`src/rtl/up_counter_timer_if.sv`:
```
// Control/status bundle for up_counter_timer: the master drives commands and
// values, the slave (the timer) returns count and flags.
interface up_counter_timer_if #(
    parameter int unsigned W = 4
);
    logic         load;
    logic [W-1:0] din;
    logic [W-1:0] limit;
    logic         start;
    logic         stop;
    logic         auto_reload;
    logic         ovf_clr;
    logic [W-1:0] count;
    logic         tc;
    logic         busy;
    logic         ovf;

    modport master (
        output load, din, limit, start, stop, auto_reload, ovf_clr,
        input  count, tc, busy, ovf
    );

    modport slave (
        input  load, din, limit, start, stop, auto_reload, ovf_clr,
        output count, tc, busy, ovf
    );
endinterface

```
`src/rtl/up_counter_timer.sv`:
```
// Loadable up-counting timer with one-shot / auto-reload modes and sticky wrap flag.
// Optional tick prescaler enabled by defining PRESCALE_EN.
module up_counter_timer #(
    parameter int unsigned W        = 4,
    parameter int unsigned PRESCALE = 4
) (
    input  logic              clk,
    input  logic              clr_n,
    up_counter_timer_if.slave bus
);
    typedef enum logic [0:0] {IDLE = 1'b0, RUN = 1'b1} state_t;

    state_t       state_r;
    logic [W-1:0] count_r;
    logic [W-1:0] rld_r;
    logic         tc_r;
    logic         busy_r;
    logic         ovf_r;
    logic         presc_hit_s;
    logic         tick_s;
    logic         term_s;
    logic         wrap_s;

    if (PRESCALE < 1) begin : g_bad_prescale
        $error("PRESCALE must be at least 1");
    end

`ifdef PRESCALE_EN
    localparam int unsigned PW = (PRESCALE > 1) ? $clog2(PRESCALE) : 1;
    logic [PW-1:0] presc_r;

    // Prescaler: free-runs in RUN, restarts on any event that re-phases the count.
    always_ff @(posedge clk) begin
        if (!clr_n) begin
            presc_r <= {PW{1'b0}};
        end else if (bus.load || bus.stop || (bus.start && (state_r == IDLE)) || term_s) begin
            presc_r <= {PW{1'b0}};
        end else if (state_r == RUN) begin
            if (presc_hit_s) begin
                presc_r <= {PW{1'b0}};
            end else begin
                presc_r <= presc_r + PW'(1);
            end
        end else begin
            presc_r <= presc_r;
        end
    end

    // Tick strobe when the prescaler completes a period.
    always_comb begin
        presc_hit_s = (presc_r == PW'(PRESCALE - 1));
    end
`else
    // Without a prescaler every RUN clock is a tick.
    always_comb begin
        presc_hit_s = 1'b1;
    end
`endif

    // Load and stop outrank the tick, so either one suppresses it.
    always_comb begin
        tick_s = (state_r == RUN) && !bus.load && !bus.stop && presc_hit_s;
        term_s = tick_s && (count_r == bus.limit);
        wrap_s = tick_s && !term_s && (count_r == {W{1'b1}});
    end

    // Timer FSM, counter, reload register and registered flags.
    always_ff @(posedge clk) begin
        if (!clr_n) begin
            state_r <= IDLE;
            busy_r  <= 1'b0;
            count_r <= {W{1'b0}};
            rld_r   <= {W{1'b0}};
            tc_r    <= 1'b0;
            ovf_r   <= 1'b0;
        end else begin
            tc_r <= term_s;

            if (bus.stop) begin
                state_r <= IDLE;
                busy_r  <= 1'b0;
            end else if (bus.start) begin
                state_r <= RUN;
                busy_r  <= 1'b1;
            end else if (term_s && !bus.auto_reload) begin
                state_r <= IDLE;
                busy_r  <= 1'b0;
            end else begin
                state_r <= state_r;
                busy_r  <= busy_r;
            end

            if (bus.load) begin
                count_r <= bus.din;
                rld_r   <= bus.din;
            end else if (term_s) begin
                count_r <= rld_r;
                rld_r   <= rld_r;
            end else if (tick_s) begin
                count_r <= count_r + W'(1);
                rld_r   <= rld_r;
            end else begin
                count_r <= count_r;
                rld_r   <= rld_r;
            end

            // A wrap on the same edge as ovf_clr keeps the flag set.
            if (wrap_s) begin
                ovf_r <= 1'b1;
            end else if (bus.ovf_clr) begin
                ovf_r <= 1'b0;
            end else begin
                ovf_r <= ovf_r;
            end
        end
    end

    assign bus.count = count_r;
    assign bus.tc    = tc_r;
    assign bus.busy  = busy_r;
    assign bus.ovf   = ovf_r;
endmodule

```
`src/flat_wrapper.sv`:
```
// flat-port wrapper written by rule: the top's interface ports become plain ports
module up_counter_timer_flat 
#(
    parameter int unsigned W        = 4,
    parameter int unsigned PRESCALE = 4
)
  (clk, clr_n, bus_load, bus_din, bus_limit, bus_start, bus_stop, bus_auto_reload, bus_ovf_clr, bus_count, bus_tc, bus_busy, bus_ovf);
  up_counter_timer_if #(.W(W)) bus_i ();
  input  logic clk;
  input  logic clr_n;
  input wire logic [$bits(bus_i.load)-1:0] bus_load;
  input wire logic [$bits(bus_i.din)-1:0] bus_din;
  input wire logic [$bits(bus_i.limit)-1:0] bus_limit;
  input wire logic [$bits(bus_i.start)-1:0] bus_start;
  input wire logic [$bits(bus_i.stop)-1:0] bus_stop;
  input wire logic [$bits(bus_i.auto_reload)-1:0] bus_auto_reload;
  input wire logic [$bits(bus_i.ovf_clr)-1:0] bus_ovf_clr;
  output wire logic [$bits(bus_i.count)-1:0] bus_count;
  output wire logic [$bits(bus_i.tc)-1:0] bus_tc;
  output wire logic [$bits(bus_i.busy)-1:0] bus_busy;
  output wire logic [$bits(bus_i.ovf)-1:0] bus_ovf;
  assign bus_i.load = bus_load;
  assign bus_i.din = bus_din;
  assign bus_i.limit = bus_limit;
  assign bus_i.start = bus_start;
  assign bus_i.stop = bus_stop;
  assign bus_i.auto_reload = bus_auto_reload;
  assign bus_i.ovf_clr = bus_ovf_clr;
  assign bus_count = bus_i.count;
  assign bus_tc = bus_i.tc;
  assign bus_busy = bus_i.busy;
  assign bus_ovf = bus_i.ovf;
  up_counter_timer #(.W(W), .PRESCALE(PRESCALE)) u_core (.clk(clk), .clr_n(clr_n), .bus(bus_i));
endmodule
```
`config.mk`:
```
export PLATFORM = sky130hd
export DESIGN_NAME = up_counter_timer_flat
export DESIGN_NICKNAME = d
export VERILOG_FILES = /design/src/rtl/up_counter_timer_if.sv /design/src/rtl/up_counter_timer.sv /design/src/flat_wrapper.sv
export SDC_FILE = /design/constraint.sdc
export NUM_CORES = 1
export LEC_CHECK = 0
export CORE_UTILIZATION = 41
export DETAILED_ROUTE_END_ITERATION = 16
export GPL_ROUTABILITY_DRIVEN = 0
export HOLD_SLACK_MARGIN = 0.15
export PLACE_DENSITY = 0.75
export RECOVER_POWER = 100
export SYNTH_ARGS = -nofsm -noshare
export SYNTH_HDL_FRONTEND = slang
export SYNTH_SLANG_ARGS = --single-unit
```
`constraint.sdc`:
```
create_clock -name clk -period 3.4 [get_ports clk]
set_input_delay 0.34 -clock clk [delete_from_list [all_inputs] [get_ports clk]]
set_output_delay 0.34 -clock clk [all_outputs]
set_load 0.02 [all_outputs]
```
==> out/metrics.csv, run 1 <==
metric;value;unit
ys_seq_area_share;36.5;%
synth_area;603;um2
power.total;0.299;mW
wl;1.35;mm
postSynthCellCount;68;
cts_setup_buffers;0;
postCtsHoldBufs;0;
grt_max_degree;17;
ff2ff_setup_slack;1.86;ns
antenna_found_initial;0;
worstHoldStart;u_core.rld_r[1];
cts_tree;done;
cts_made_buffers;3;
crit_type;primary input to flop;
tightest_slew;0.696;ns
clockBufferDepth;2;
whs_endpoint;u_core.bus.count[1];
worstPathRequired;3.61;ns
yosysWarnings;0;
whs_path_depth;2;
synth_seq_cells;11;
fp.dieH;40.4;um
ctsResizeCount;0;
hold_viol_final;0;
num_vias;547;
core;1330;um2
hp-class;flop to flop;
syn_area_per_cell;8.87;um2
ant_nets;0;
path_clk_slew;0.06;ns
grt_pass1_vias;535;
min_period;1.92;ns
fin_crit_sh;56.4;%
ioPinCount;22;
dp_cells;101;
outcome;completed;
slew_violations;0;
ys.flop_type;dfxtp_1;
cts_sinks;11;
timing.rr.end;u_core.state_r;
ir_drop;0.240;mV
synth-edff-count;0;
slew_headroom;53.5;%
post-route-drc-count;0;
mostFrequentLayoutCells;clkdlybuf4s50_1 (13), dfxtp_1 (11), dlygate4sd3_1 (8), o21ai_0 (7), nor2b_1 (6);
drtPass1Iterations;4;
grt.overflow.total;0;
grt_first_pass_wirelength;2.17;mm
final_cells;105;
cts-root-buf;clkbuf_4;
io_buffers;21;
area_growth;38.4;%
synth_cell_types;27;
htreeDepth;1;
rsz0062_at_grt;false;
worstPathArrival;2.13;ns
drive_gt1_share;5.56;%
reg2reg_from;u_core.bus.count[0];
fin_nets;107;
avgRoutedWirePerCell;12.8;um
hpwl;1000;um
grt_usage;21.2;%
cp-start-kind;primary input;
drtIter0Drc;4;
die_area;1630;um2
fmax;521;MHz
final.setup.tns;0;ns
slowest_delay;0.72;ns
fp.dieW;40.4;um
critPathSlowestCell;dlygate4sd3_1;
synth_nets;84;
num_rows;13;
async_flop_share;0;%
setup-violations-final;0;
initial_core_util;45.2;%
clk_latency;0.27;ns
vias_per_cell;5.21;
final_common_cell;clkdlybuf4s50_1;
path_cells;dlygate4sd3_1, nor3b_1, nand4_1, o22ai_1, and2_1;
place_area;813;um2
cp_max_fo;16;
reg2reg_depth;4;
hold_slack;0.505;ns
p_per_area;359;nW/um2
insertedDiodeCount;0;
leakage;0.310;nW
worst_clock_skew;0.00709;ns
cap_viol_max_count;0;
end_kind;flop;
final_area;835;um2
final cells by class:
cell class,count,area [um2]
multi-input combinational,53,355
fill,127,499
clock buffer,4,26.3
sequential,11,220
timing repair buffer,21,210
tap,15,18.8
inverter,1,3.75
Yosys cell counts (all sizes together), types with 2 or more instances:
cell,instances,area (um2)
a21oi,4,20.0
a311oi,3,26.3
and2,4,25.0
clkbuf,2,7.51
dfxtp,11,220
nand3,2,10.0
nand4,2,12.5
nor2,4,15.0
nor2b,6,37.5
o21a,3,22.5
o21ai,7,35.0
xnor2,5,43.8
worst max-delay path, delay by kind of cell:
kind | cells | cell delay [ns]
AND/OR/NAND/NOR | 3 | 0.95
buffers and inverters | 1 | 0.72
AO/OA/AOI/OAI | 1 | 0.11
metrics by stage:
stage / utilization [%] / worst slack (ns)
2_1_floorplan: - / 1.88
3_3_place_gp: 61.0 / 1.47
3_5_place_dp: 61.0 / 1.45
4_1_cts: 62.9 / 1.67
5_1_grt: 62.6 / 1.29
6_report: 62.6 / 1.48
how the worst max path moves through the flow:
stage	start	endpoint	cells past startpoint
after CTS	u_core.bus.count[0]	bus_count[0]	1
after global placement	bus_load	u_core.state_r	4
after floorplan	u_core.bus.count[2]	u_core.state_r	4
after global routing	bus_load	u_core.bus.ovf	5
final	bus_load	u_core.bus.ovf	5
after detailed placement	bus_load	u_core.state_r	4
sequential cells by signal (all words and copies together) (netlist names):
signal / cells
u_core.bus.count: 4
u_core.bus.tc: 1
u_core.rld_r: 4
u_core.bus.ovf: 1
u_core.state_r: 1
layer usage:
| layer | GRT usage [%] | part of all wire [%] | up-vias |
|---|---|---|---|
| met3 | 5.00 | 5.1 | 0 |
| met5 | 0 | 0 | - |
| met1 | 23.0 | 46 | 241 |
| met4 | 15.0 | 0 | 0 |
| li1 | - | - | 290 |
| met2 | 35.7 | 49 | 16 |
report_power, final:
part           switching (mW)  total (mW)  internal (mW)
Clock                  0.0425      0.0879         0.0454
Combinational          0.0300      0.0674         0.0374
Sequential            0.00812       0.144          0.136
cells by family after synthesis:
logic type / Yosys count / synth area share (%)
AO/OA/AOI/OAI: 20 / 20.7
multiplexers: 1 / 1.66
adder cells (fa/ha/maj): 1 / 2.07
AND/OR/NAND/NOR: 25 / 26.6
flip-flops: 11 / 36.5
XOR/XNOR: 6 / 8.71
buffers and inverters: 4 / 3.73
(Power assumes the default switching activity.)
==> inputs of run 2 (changes only) <==
Settings changed: CORE_UTILIZATION 41 to 38, PLACE_DENSITY 0.75 to 0.73.
Clock period 3.4 ns to 1.71 ns, I/O delays scaled along.
==> out/metrics.csv, run 2 (same netlist as run 1, synthesis figures left out) <==
metric;value;unit;change
drtIter0Drc;5;;was 4
leakage;0.325;nW;was 0.310 nW
cts_sinks;11;;unchanged
slew_violations;0;;unchanged
ioPinCount;22;;unchanged
place_area;845;um2;was 813 um2
grt_usage;18.3;%;was 21.2%
tightest_slew;0.427;ns;was 0.696 ns
combPwrFrac;23.9;%;was 22.5%
fmax;625;MHz;
cts_made_buffers;3;;unchanged
initial_core_util;40.5;%;was 45.2%
end_kind;primary output;;was flop
cp-start-kind;flop;;was primary input
die_area;1750;um2;was 1630 um2
slew_headroom;71.4;%;was 53.5%
wl;1.34;mm;was 1.35 mm
cp_max_fo;5;;was 16
dp_cells;106;;was 101
hp-class;flop to flop;;unchanged
grt_pass1_vias;564;;was 535
clockBufferDepth;2;;unchanged
post-route-drc-count;0;;unchanged
hpwl;1.04;mm;was 1000 um
core;1490;um2;was 1330 um2
cts_setup_buffers;0;;unchanged
switching_share;27.5;%;was 26.9%
setup-violations-final;0;;unchanged
rsz0062_at_grt;false;;unchanged
mostFrequentLayoutCells;clkdlybuf4s50_1 (13), dfxtp_1 (11), dlygate4sd3_1 (8), o21ai_0 (7), nor2b_1 (6);;unchanged
ctsResizeCount;0;;unchanged
insertedDiodeCount;0;;unchanged
fp.dieW;41.8;um;was 40.4 um
area_growth;43.2;%;was 38.4%
min_period;1.60;ns;
grt.overflow.total;0;;unchanged
htreeDepth;1;;unchanged
worstPathRequired;1.54;ns;was 3.61 ns
power.total;0.609;mW;was 0.299 mW
num_vias;573;;was 547
n_fill_cell;138;;was 127
switching_power;0.167;mW;was 0.0806 mW
cts_tree;done;;unchanged
crit_type;flop to primary output;;was primary input to flop
p_per_area;705;nW/um2;was 359 nW/um2
avgRoutedWirePerCell;12.2;um;was 12.8 um
postCtsHoldBufs;0;;unchanged
num_rows;14;;was 13
io_buffers;21;;unchanged
worstPathArrival;1.43;ns;was 2.13 ns
vias_per_cell;5.21;;about the same
fin_ws;0.110;ns;was 1.48 ns
cts-root-buf;clkbuf_4;;unchanged
antenna_found_initial;0;;unchanged
fp.dieH;41.8;um;was 40.4 um
p_int;0.441;mW;was 0.219 mW
ir_drop;0.495;mV;was 0.240 mV
pwr-share-clk;29.8;%;was 29.4%
drive_gt1_share;8.51;%;was 5.56%
outcome;completed;;unchanged
ant_nets;0;;unchanged
fin_crit_sh;93.6;%;
final_area;863;um2;was 835 um2
grt_max_degree;12;;was 17
cap_viol_max_count;0;;unchanged
hold_slack;0.491;ns;was 0.505 ns
path_clk_slew;0.07;ns;was 0.06 ns
final_cells;110;;was 105
grt_first_pass_wirelength;2.39;mm;was 2.17 mm
fin_nets;111;;was 107
p_seq_share;46.3;%;was 48.1%
worst_clock_skew;0.00656;ns;was 0.00709 ns
clk_latency;0.27;ns;about the same
drtPass1Iterations;6;;was 4
post-place-ws;-0.00401;ns;was 1.45 ns
hold_viol_final;0;;unchanged
final_common_cell;clkdlybuf4s50_1;;unchanged
[run 2: changes by cell type in the layout (fill, tap and decap cells not counted)]
cell | before | now
and2_1 | 1 | 2
and2_0 | 3 | 2
nor3b_1 | 1 | 0
clkbuf_1 | 1 | 3
buf_4 | 0 | 2
nor3b_2 | 0 | 1
[run 2: worst paths after layout]
path	from	to	cells past startpoint	slack (ns)
setup / recovery	u_core.bus.count[0]	bus_count[0]	2	0.11
hold / removal	u_core.rld_r[1]	u_core.bus.count[1]	2	0.49
setup reg to reg	u_core.bus.count[3]	u_core.state_r	4	0.23
hold reg to reg	u_core.rld_r[1]	u_core.bus.count[1]	2	0.49
[run 2: final cells by class]
type / count / area (um2) / area share [%]
multi-input cells: 53 / 360 / 41.7
repair buffers: 25 / 233 / 27.0
flip-flops and latches: 11 / 220 / 25.5
clock buffers: 4 / 26.3 / 3.04
well taps: 16 / 20.0 / 2.32
inverters: 1 / 3.75 / 0.435
[run 2: worst max-delay path, stage by stage (launching register included)]
cell and delay [ns]:
dfxtp_1 0.35, buf_4 0.14, dlygate4sd3_1 0.67
[run 2: metrics by stage]
stage	setup TNS, ns	utilization (%)
after floorplan	0	-
after global placement	0	56.7
after detailed placement	-0.00401	56.7
after CTS	0	58.5
after global routing	0	58.0
final	0	58.0
[run 2: power groups by stage]
stage                     registers [mW]  logic, mW  clock network, mW
final                              0.282      0.146              0.181
after global placement             0.288      0.150                  0
after global routing               0.284      0.160              0.201
after floorplan                    0.300     0.0671                  0
after CTS                          0.282      0.153              0.188
after detailed placement           0.288      0.152                  0
[run 2: layer usage]
layer	part of all wire, %	GRT usage, %	vias to the layer above
li1	-	-	300
met1	47	22.1	254
met2	47	28.7	14
met3	3.7	4.35	5
met4	2.6	11.6	0
met5	0	0	-
==> inputs of run 3 (changes only) <==
Settings changed: CORE_UTILIZATION 38 to 35, PLACE_DENSITY 0.73 to 0.68.
==> out/metrics.csv, run 3 (same netlist as run 1, synthesis figures left out) <==
metric;value;unit;change
outcome;finished with violations;;was completed
violations;design-rule violations;;
cts_made_buffers;3;;unchanged
fmax;641;MHz;was 625 MHz
cts-root-buf;clkbuf_4;;unchanged
cts_tree;done;;unchanged
mostFrequentLayoutCells;clkdlybuf4s50_1 (15), dfxtp_1 (11), o21ai_0 (7), nor2b_1 (6), dlygate4sd3_1 (6);;was clkdlybuf4s50_1 (13), dfxtp_1 (11), dlygate4sd3_1 (8), o21ai_0 (7), nor2b_1 (6)
critPathLaunch;u_core.bus.count[3];;was u_core.bus.count[0]
htreeDepth;1;;unchanged
cts_setup_buffers;0;;unchanged
grt.overflow.total;0;;unchanged
final_common_cell;clkdlybuf4s50_1;;unchanged
min_period;1.56;ns;was 1.60 ns
insertedDiodeCount;0;;unchanged
tightest_slew;0.339;ns;was 0.427 ns
ir_drop;0.268;mV;was 0.495 mV
avgRoutedWirePerCell;12.2;um;about the same
slew_headroom;77.3;%;was 71.4%
slew_violations;0;;unchanged
hp-class;primary input to flop;;was flop to flop
p_per_area;696;nW/um2;was 705 nW/um2
antenna_found_initial;0;;unchanged
hpwl;1.05;mm;was 1.04 mm
grt_usage;16.1;%;was 18.3%
post-place-ws;-0.00593;ns;was -0.00401 ns
ctsResizeCount;0;;unchanged
cap_viol_max_count;0;;unchanged
leakage;0.325;nW;about the same
grt_max_degree;12;;unchanged
num_vias;603;;was 573
grt_pass1_vias;550;;was 564
fin_nets;112;;was 111
cp.buffers_inverters;1;;was 2
postCtsHoldBufs;0;;unchanged
wl;1.36;mm;was 1.34 mm
die_area;1890;um2;was 1750 um2
worst_clock_skew;0.00640;ns;was 0.00656 ns
fin_ws;0.151;ns;was 0.110 ns
grt_first_pass_wirelength;2.31;mm;was 2.39 mm
io_buffers;21;;unchanged
num_rows;14;;unchanged
initial_core_util;38.7;%;was 40.5%
cp_max_fo;5;;unchanged
post-route-drc-count;4;;was 0
rsz0062_at_grt;false;;unchanged
hold_slack;0.498;ns;was 0.491 ns
fp.dieH;43.5;um;was 41.8 um
drtIter0Drc;13;;was 5
vias_per_cell;5.43;;was 5.21
path_cells;dlygate4sd3_1;;was buf_4, dlygate4sd3_1
crit_type;flop to primary output;;unchanged
setup-violations-final;0;;unchanged
drtPass1Iterations;10;;was 6
hold_viol_final;0;;unchanged
core;1560;um2;was 1490 um2
path_clk_slew;0.07;ns;about the same
worstHoldStart;bus_start;;was u_core.rld_r[1]
clk_latency;0.26;ns;was 0.27 ns
worstPathRequired;1.54;ns;about the same
area_growth;44.0;%;was 43.2%
slowest_delay;0.71;ns;was 0.67 ns
end_kind;primary output;;unchanged
clockBufferDepth;2;;unchanged
final_cells;111;;was 110
ioPinCount;22;;unchanged
fin_crit_sh;91.2;%;was 93.6%
n_fill_cell;152;;was 138
ant_nets;0;;unchanged
fp.dieW;43.5;um;was 41.8 um
reg2reg_from;u_core.bus.count[3];;unchanged
cp_top_family;buffers and inverters;;unchanged
drive_gt1_share;8.42;%;was 8.51%
cts_sinks;11;;unchanged
critPathSlowestCell;dlygate4sd3_1;;unchanged
worstPathArrival;1.39;ns;was 1.43 ns
dp_cells;107;;was 106
cp-start-kind;flop;;unchanged
[run 3: changes by cell type in the layout (fill, tap and decap cells not counted), sizes merged]
cell           change
clkdlybuf4s50      +2
dlygate4sd3        -2
buf                +1
[run 3: final cells by class]
| cell class | count | area [um2] | share of cell area, % |
|---|---|---|---|
| Multi-Input combinational cell | 53 | 358 | 41.2 |
| Timing Repair Buffer | 26 | 240 | 27.7 |
| Sequential cell | 11 | 220 | 25.4 |
| Clock buffer | 4 | 26.3 | 3.03 |
| Tap cell | 16 | 20.0 | 2.31 |
| Inverter | 1 | 3.75 | 0.432 |
[run 3: metal layers]
metal / GRT usage [%] / vias to the layer above / share of wire, %
met2: 25.5 / 21 / 46
met5: 0 / - / 0
li1: - / 301 / -
met4: 7.50 / 0 / 1.7
met3: 2.50 / 4 / 5.5
met1: 21.5 / 277 / 47
[run 3: final timing paths]
| check | endpoint | slack, ns | cells after the start |
|---|---|---|---|
| max | bus_count[3] | 0.15 | 1 |
| min | u_core.state_r | 0.50 | 3 |
| max reg2reg | u_core.state_r | 0.22 | 4 |
| min reg2reg | u_core.bus.count[1] | 0.50 | 2 |
[run 3: stage by stage]
stage	util (%)	setup TNS, ns	area, um2	total power, mW
3_3_place_gp	54.7	0	852	0.438
5_1_grt	55.7	0	868	0.645
4_1_cts	56.3	0	878	0.615
6_report	55.7	0	868	0.605
3_5_place_dp	54.7	-0.00593	852	0.441
2_1_floorplan	-	0	603	0.367
[run 3: report_power, final]
part / switching [mW] / internal, mW
clock network: 0.0852 / 0.0901
registers: 0.0116 / 0.270
logic: 0.0663 / 0.0811
total: 0.163 / 0.442
[run 3: worst reg2reg max path: cells and delay by family, from the launching register on]
kind	cells	cell delay (ns)
flops	1	0.42
simple gates	3	0.79
xor+xnor	1	0.17
